$ cat config.mk
export PLATFORM = sky130hd
export DESIGN_NAME = reg_group_arbiter
export DESIGN_NICKNAME = d
export VERILOG_FILES = /design/src/rtl/reg_arb_pkg.sv /design/src/rtl/rr_arbiter2.sv /design/src/rtl/reg_group_arbiter.sv
export SDC_FILE = /design/constraint.sdc
export NUM_CORES = 1
export LEC_CHECK = 0
export CAP_MARGIN = 40
export CORE_MARGIN = 2
export CORE_UTILIZATION = 44
export CTS_BUF_LIST = sky130_fd_sc_hd__clkbuf_16
export DETAILED_ROUTE_END_ITERATION = 7
export GPL_ROUTABILITY_DRIVEN = 0
export PLACE_DENSITY = 0.85
export SYNTH_ARGS = -nofsm -noshare
export SYNTH_HDL_FRONTEND = slang
export SYNTH_HIERARCHICAL = 1
export SYNTH_SLANG_ARGS = --single-unit
$ cat constraint.sdc
create_clock -name clk -period 5.75 [get_ports clk]
set_clock_uncertainty 0.2 [all_clocks]
set_input_delay 1.4375 -clock clk [delete_from_list [all_inputs] [get_ports clk]]
set_output_delay 1.4375 -clock clk [all_outputs]
set_load 0.01 [all_outputs]
$ cat src/rtl/reg_arb_pkg.sv
// Shared types and constants for the register-group access arbiter.
package reg_arb_pkg;

  localparam int REQ_N       = 2;
  localparam int NREG        = 4;
  localparam int IDX_W       = 2;
  localparam int TIMEOUT_DEF = 4;

  typedef enum logic [2:0] {
    IDLE = 3'd0,
    WR   = 3'd1,
    RD   = 3'd2,
    WAIT = 3'd3,
    RESP = 3'd4
  } state_e;

  function automatic logic [NREG-1:0] idx_onehot(input logic [IDX_W-1:0] idx);
    logic [NREG-1:0] one_v;
    one_v = 4'b0001;
    return one_v << idx;
  endfunction

endpackage

$ cat src/rtl/rr_arbiter2.sv
// Two-input grant logic. RG_ARB_RR_EN selects round-robin (with pointer) over fixed priority.
module rr_arbiter2 (
`ifdef RG_ARB_RR_EN
  input  logic       clk,
  input  logic       rst_n,
  input  logic       advance,
`endif
  input  logic [1:0] req,
  output logic [1:0] gnt
);

`ifdef RG_ARB_RR_EN
  // ptr_r set means requester 1 was granted last, so requester 0 wins the next tie
  logic ptr_r;

  // Pointer follows the requester granted on every accepted transaction
  always_ff @(posedge clk or negedge rst_n) begin
    if (!rst_n) begin
      ptr_r <= 1'b1;
    end else if (advance) begin
      ptr_r <= gnt[1];
    end
  end

  // Tie goes to the requester not granted last; a lone request passes straight through
  always_comb begin
    gnt = 2'b00;
    if (req == 2'b11) begin
      gnt = ptr_r ? 2'b01 : 2'b10;
    end else begin
      gnt = req;
    end
  end
`else
  // Requester 0 always wins a tie
  always_comb begin
    gnt = 2'b00;
    if (req[0]) begin
      gnt = 2'b01;
    end else begin
      gnt = {req[1], 1'b0};
    end
  end
`endif

endmodule

$ cat src/rtl/reg_group_arbiter.sv
// Serialises two requesters onto the 4-entry register group's write/read interface.
// Arbitration policy is set by RG_ARB_RR_EN (round-robin when defined, fixed priority otherwise).
module reg_group_arbiter
  import reg_arb_pkg::*;
#(
  parameter int DWIDTH  = 16,
  parameter int TIMEOUT = TIMEOUT_DEF
) (
  input  logic                clk,
  input  logic                rst_n,
  input  logic [1:0]          req_valid,
  input  logic [1:0]          req_we,
  input  logic [3:0]          req_rd,
  input  logic [3:0]          req_rs,
  input  logic [2*DWIDTH-1:0] req_wdata,
  output logic [1:0]          req_ready,
  output logic [1:0]          rsp_valid,
  output logic                rsp_err,
  output logic [DWIDTH-1:0]   rsp_rd_q,
  output logic [DWIDTH-1:0]   rsp_rs_q,
  output logic [3:0]          rg_reg_en,
  output logic [1:0]          rg_rd,
  output logic [1:0]          rg_rs,
  output logic [DWIDTH-1:0]   rg_d_in,
  output logic                rg_en_in,
  input  logic [DWIDTH-1:0]   rg_rd_q,
  input  logic [DWIDTH-1:0]   rg_rs_q,
  input  logic                rg_en_out
);

  localparam logic [3:0] TIMEOUT_C = 4'(TIMEOUT);

  state_e              state_r, next_state_s;
  logic [3:0]          wait_cnt_r;
  logic [1:0]          gnt_s;
  logic                accept_s;
  logic                sel_idx_s;
  logic                sel_we_s;
  logic [1:0]          sel_rd_s, sel_rs_s;
  logic [DWIDTH-1:0]   sel_wdata_s;
  logic                gnt_idx_r;
  logic [1:0]          rd_r, rs_r;
  logic [DWIDTH-1:0]   wdata_r;
  logic [3:0]          rg_reg_en_r;
  logic                rg_en_in_r;
  logic [1:0]          rsp_valid_r;
  logic                rsp_err_r, rsp_err_s;
  logic [DWIDTH-1:0]   rsp_rd_q_r, rsp_rs_q_r, rsp_rd_s, rsp_rs_s;

  rr_arbiter2 u_arb (
`ifdef RG_ARB_RR_EN
    .clk     (clk),
    .rst_n   (rst_n),
    .advance (accept_s),
`endif
    .req     (req_valid),
    .gnt     (gnt_s)
  );

  assign sel_idx_s   = gnt_s[1];
  assign sel_we_s    = sel_idx_s ? req_we[1]   : req_we[0];
  assign sel_rd_s    = sel_idx_s ? req_rd[3:2] : req_rd[1:0];
  assign sel_rs_s    = sel_idx_s ? req_rs[3:2] : req_rs[1:0];
  assign sel_wdata_s = sel_idx_s ? req_wdata[2*DWIDTH-1:DWIDTH] : req_wdata[DWIDTH-1:0];

  // Next-state, accept strobe and the response payload to load on entry to RESP
  always_comb begin
    next_state_s = state_r;
    accept_s     = 1'b0;
    req_ready    = 2'b00;
    rsp_err_s    = 1'b0;
    rsp_rd_s     = '0;
    rsp_rs_s     = '0;
    case (state_r)
      IDLE: begin
        if (|req_valid) begin
          accept_s     = 1'b1;
          req_ready    = gnt_s;
          next_state_s = sel_we_s ? WR : RD;
        end else begin
          next_state_s = IDLE;
        end
      end
      WR: begin
        rsp_rd_s     = wdata_r;
        next_state_s = RESP;
      end
      RD: begin
        next_state_s = WAIT;
      end
      WAIT: begin
        if (rg_en_out) begin
          rsp_rd_s     = rg_rd_q;
          rsp_rs_s     = rg_rs_q;
          next_state_s = RESP;
        end else if (wait_cnt_r == TIMEOUT_C) begin
          rsp_err_s    = 1'b1;
          next_state_s = RESP;
        end else begin
          next_state_s = WAIT;
        end
      end
      RESP: begin
        next_state_s = IDLE;
      end
      default: begin
        next_state_s = IDLE;
      end
    endcase
  end

  // State register and WAIT cycle counter (reads 1 in the first WAIT cycle)
  always_ff @(posedge clk or negedge rst_n) begin
    if (!rst_n) begin
      state_r    <= IDLE;
      wait_cnt_r <= 4'd1;
    end else begin
      state_r    <= next_state_s;
      wait_cnt_r <= (state_r == WAIT) ? (wait_cnt_r + 4'd1) : 4'd1;
    end
  end

  // Latched request payload, register-group strobes and response registers
  always_ff @(posedge clk or negedge rst_n) begin
    if (!rst_n) begin
      gnt_idx_r   <= 1'b0;
      rd_r        <= 2'd0;
      rs_r        <= 2'd0;
      wdata_r     <= '0;
      rg_reg_en_r <= 4'b0000;
      rg_en_in_r  <= 1'b0;
      rsp_valid_r <= 2'b00;
      rsp_err_r   <= 1'b0;
      rsp_rd_q_r  <= '0;
      rsp_rs_q_r  <= '0;
    end else begin
      if (accept_s) begin
        gnt_idx_r <= sel_idx_s;
        rd_r      <= sel_rd_s;
        rs_r      <= sel_rs_s;
        wdata_r   <= sel_wdata_s;
      end
      rg_reg_en_r <= (accept_s && sel_we_s) ? idx_onehot(sel_rd_s) : 4'b0000;
      rg_en_in_r  <= accept_s && !sel_we_s;
      rsp_valid_r <= (next_state_s == RESP) ? (gnt_idx_r ? 2'b10 : 2'b01) : 2'b00;
      // Response data holds between pulses
      if (next_state_s == RESP) begin
        rsp_err_r  <= rsp_err_s;
        rsp_rd_q_r <= rsp_rd_s;
        rsp_rs_q_r <= rsp_rs_s;
      end
    end
  end

  assign rg_reg_en = rg_reg_en_r;
  assign rg_en_in  = rg_en_in_r;
  assign rg_rd     = rd_r;
  assign rg_rs     = rs_r;
  assign rg_d_in   = wdata_r;
  assign rsp_valid = rsp_valid_r;
  assign rsp_err   = rsp_err_r;
  assign rsp_rd_q  = rsp_rd_q_r;
  assign rsp_rs_q  = rsp_rs_q_r;

endmodule
# Word level (Yosys, flattened, before mapping)
# Index checks and enable logic that the tools add are counted.
# word_totals
word_cells	49
register_bits	68
out_inout_bits	62
inputBits	79
# classes
muxes	25
add_sub_neg	1
eq_ne	5
shift	1
reduce_logical	5
# ops
op	n
16-bit 2-to-1 mux	4
16-bit case mux with 2 select lines	1
2-bit 2-to-1 mux	9
3-bit case mux with 4 select lines	1
4-bit 2-to-1 mux	2
3-bit by 2-bit equality test with 1-bit output (second input constant)	2
1-bit 2-to-1 mux	6
3-bit 2-to-1 mux	2
4-bit by 1-bit adder with 4-bit output (second input constant)	1
4-bit by 3-bit equality test with 1-bit output (second input constant)	1
1-bit by 2-bit << shifter with 4-bit output (first input constant)	1
3-bit by 1-bit equality test with 1-bit output (second input constant)	1
3-bit equality test (second input constant)	1
3-bit zero test	1
1-bit logical AND	2
2-bit OR reduction	1
1-bit zero test	1

# Depth between registers and ports, before layout
# logic_depth
word_depth	7
mapped_depth	6
mapped_depth_nobuf	5

# Hierarchy
# Netlist, hierarchy kept.
# by_module_without_submodules
mod	area_per_inst_um2	seq_area_each_um2	n_inst	cells_each
reg_group_arbiter	3016.6	1702.9	1	234
rr_arbiter2	21.3	0.0	1	2

# Worst setup path after synthesis
# Ideal clock, no wire load.
# synth_timing
path_type	input to output
from	input req_valid[1]
to	output req_ready[1]
path_buffers	2
cell_stages	4
arrival_ps	2228
t_required_ps	4113
setup_slack_ps	1884
cell_sequence	nor2b_4 clkbuf_1 buf_2 and2_1
# synth_between
elab_chain_len	3
elab_cells_between_ends	4
classes_between	3 x mux; 1 x reduce/logical
# synth_rtl
item	line_no	text
from (decl)	reg_group_arbiter.sv:11	input logic [1:0] req_valid,
2-bit 2-to-1 mux or 2-bit OR reduction (tied branches)	rr_arbiter2.sv:38, reg_group_arbiter.sv:76	
2-bit 2-to-1 mux (*)	reg_group_arbiter.sv:76	if (|req_valid) begin
2-bit 2-to-1 mux (*)	reg_group_arbiter.sv:74	case (state_r)
to (decl)	reg_group_arbiter.sv:16	output logic [1:0] req_ready,
# Every way passes the cells marked *; elsewhere a longest branch is shown, timed or not.

# Worst setup path in the final report
# layout_timing
from	input req_valid[0]
to	output req_ready[1]
# Same word-level chain as after synthesis.

==> run metrics <==
Final HPWL DP=5460 um; I/O pin count=141; crit-path cells=clkdlybuf4s50_1, nor2_1, nor4_4, and2_1, clkdlybuf4s50_1; Antenna Violating Nets Remaining=0; worst setup path start=req_valid[0]; CTS tree=done; Rows=30; crit path kind=primary input to output port; Final #Nets=453; count leader, synth=dfrtp_1; reg2reg start=state_r[1]; # clock sinks=68; top cells by area, synth=dfrtp_1, mux2_2, a22o_1; Worst Tran Pin Value=0.887 ns; Via Count=2418; VDD IR-drop max=272 uV; cell taking the most area after synthesis=dfrtp_1; IO buf count=140; CP Max Fanout=5; setup violators final=0; Seq/Total Area, Yosys=56.1%; Layout Area Growth over Synthesis=59.0%; WP buf/inv=2; die area=7580 um^2; asr flop ratio synth=100%; dpl ws=1.04 ns; Max Root-Sink Buffers=2; clock-pin slew on the worst setup and hold paths=0.06 ns; Crit path depth=5; Yosys reg bits=68; Final WS setup=1.03 ns; Root Driver=clkbuf_16; xor/xnor share of the synthesized area=0.577%; Post-Syn Area=3040 um^2; most used cell along the critical path=clkdlybuf4s50_1; Post-synth EDFFs=0; setup tns final=0 ns; largest net degree at the start of global routing=56; max cap viols=0; Critical Path End Type=output port; Largest stage delay, worst path=0.55 ns; Final Hold Vio Count=0; core area=6720 um^2; adder and majority gate portion of the synthesized area=0.824%; crit-path leading delay family=buffers and inverters; mux cell area share after synthesis=16.3%; fin area=4830 um^2; max frequency=0.212 GHz; YS warnings=6; overall overflow remaining after global route=0; initial antenna violation count=0; Die Y=87.1 um; fin crit period=4.72 ns; Post-CTS Hold Fix Bufs=0; Die Span X=87.1 um; vias in the first global route=2537; First-pass DRT Iterations=4; Post-CTS Resized=0; antenna cells=0; worst path required time=4.11 ns; synth unique cells=35; Power Density=541 nW/um^2; Design Power=2610 uW; reg2reg path depth=4; # fillers=455; outcome=finished clean; syn avg cell area=12.9 um^2; Post-DP Area=4470 um^2; Final Cycle Share=82.1%; Initial Util=45.2%; Slew Viols, Final=0; Post-synth top flop=dfrtp_1; Critical-path top delay cell=clkdlybuf4s50_1; setup bufs post-CTS=0; Post-Synth Simple-Gate Area=9.18%; largest family of logic cells by synthesized area=multiplexers; Vias/cell=5.29; Clk Latency, worst-skew pair=0.32 ns; DR WL/cell=17.1 um; CTS H-tree depth=3; Rel. slew slack=40.9%; Hold Crit Depth=1; share of cells above drive strength 1=17.2%; Compound-Gate Fraction of Synth Area=13.3%; syn_nets=317; top post-synthesis cells by count=dfrtp_1, mux2_2, nor2b_1; Cells after Synth=236; CP Launch Type=primary input; Tot GR Track Use=21.7%; routed wire length=7800 um; hold crit path type=flip-flop to flip-flop; top cell type's share of synthesized area=55.2%; unrepaired setup endpoints after global routing=false; CTS Buf Count=9; Worst Path Arrival=3.08 ns; residual DRC count=0; Post-Route Utilization=71.9%; DRT iter0 DRCs=68; critical hold path startpoint=gnt_idx_r; global-route wire length before repair=12700 um; leak pwr=0.00203 uW
## final timing paths
path | endpoint | slack, ns
hold reg to reg | rsp_valid[0] | 0.27
setup reg to reg | rsp_rs_q[10] | 3.17
hold / removal | rsp_valid[0] | 0.27
max in group asynchronous | rg_en_in | 3.55
min in group asynchronous | rg_d_in[12] | 0.81
setup / recovery | req_ready[1] | 1.03
## area by class of cell
class	count	area [um^2]	share of cell area, %
clock buffers	9	225	4.66
repair buffers	144	1430	29.5
well taps	80	100	2.07
clock inverters	7	140	2.90
inverters	4	15.0	0.311
flip-flops and latches	68	1700	35.2
multi-input cells	145	1220	25.3
## cells in the final DEF, fill, tap and decap left out, types with 2 or more instances in the layout
cell type,Yosys,layout
clkdlybuf4s50_1,0,139
dfrtp_1,67,67
mux2_2,40,40
nor2b_1,18,18
a21oi_1,17,17
o2bb2ai_1,16,16
a22o_1,16,16
clkbuf_16,0,9
inv_1,4,5
nor2_1,5,5
nor4_1,4,4
and2_1,4,4
bufinv_16,0,4
buf_4,2,4
mux2i_1,3,3
nand2b_1,2,2
and3_1,2,2
nand3_1,2,2
ha_1,2,2
## metal layers
metal / wire length [um] / track usage (%)
met3: 459 / 5.21
met4: 61 / 6.29
met5: 0 / 0
met1: 3350 / 28.6
met2: 3930 / 35.7
## power by group
part | internal [uW] | switching [uW] | total, uW | leakage [uW]
clock network | 466 | 198 | 665 | 0.000177
logic | 648 | 445 | 1090 | 0.000986
registers | 695 | 162 | 857 | 0.000864
total | 1810 | 805 | 2610 | 0.00203
## cell families after synthesis
kind of cell    after synthesis
compound gates               54
xor+xnor                      2
fa+ha+maj                     2
buf+inv                      23
flops                        68
mux                          44
simple gates                 43
## metrics by stage
stage | hold WS [ns] | cells
2_1_floorplan | 0.226 | 236
3_3_place_gp | 0.239 | 441
3_5_place_dp | 0.268 | 441
4_1_cts | 0.271 | 457
5_1_grt | 0.294 | 457
6_report | 0.269 | 457
## state kept, by name, indices dropped and copies added (netlist names)
signal and flops:
gnt_idx_r 1, state_r 3, rg_rd 2, rg_reg_en 4, rsp_valid 2, rsp_rd_q 16, rg_d_in 16, rsp_err 1
rsp_rs_q 16, rg_en_in 1, wait_cnt_r 4, rg_rs 2
Note: power is estimated with default switching activity, not from simulation.
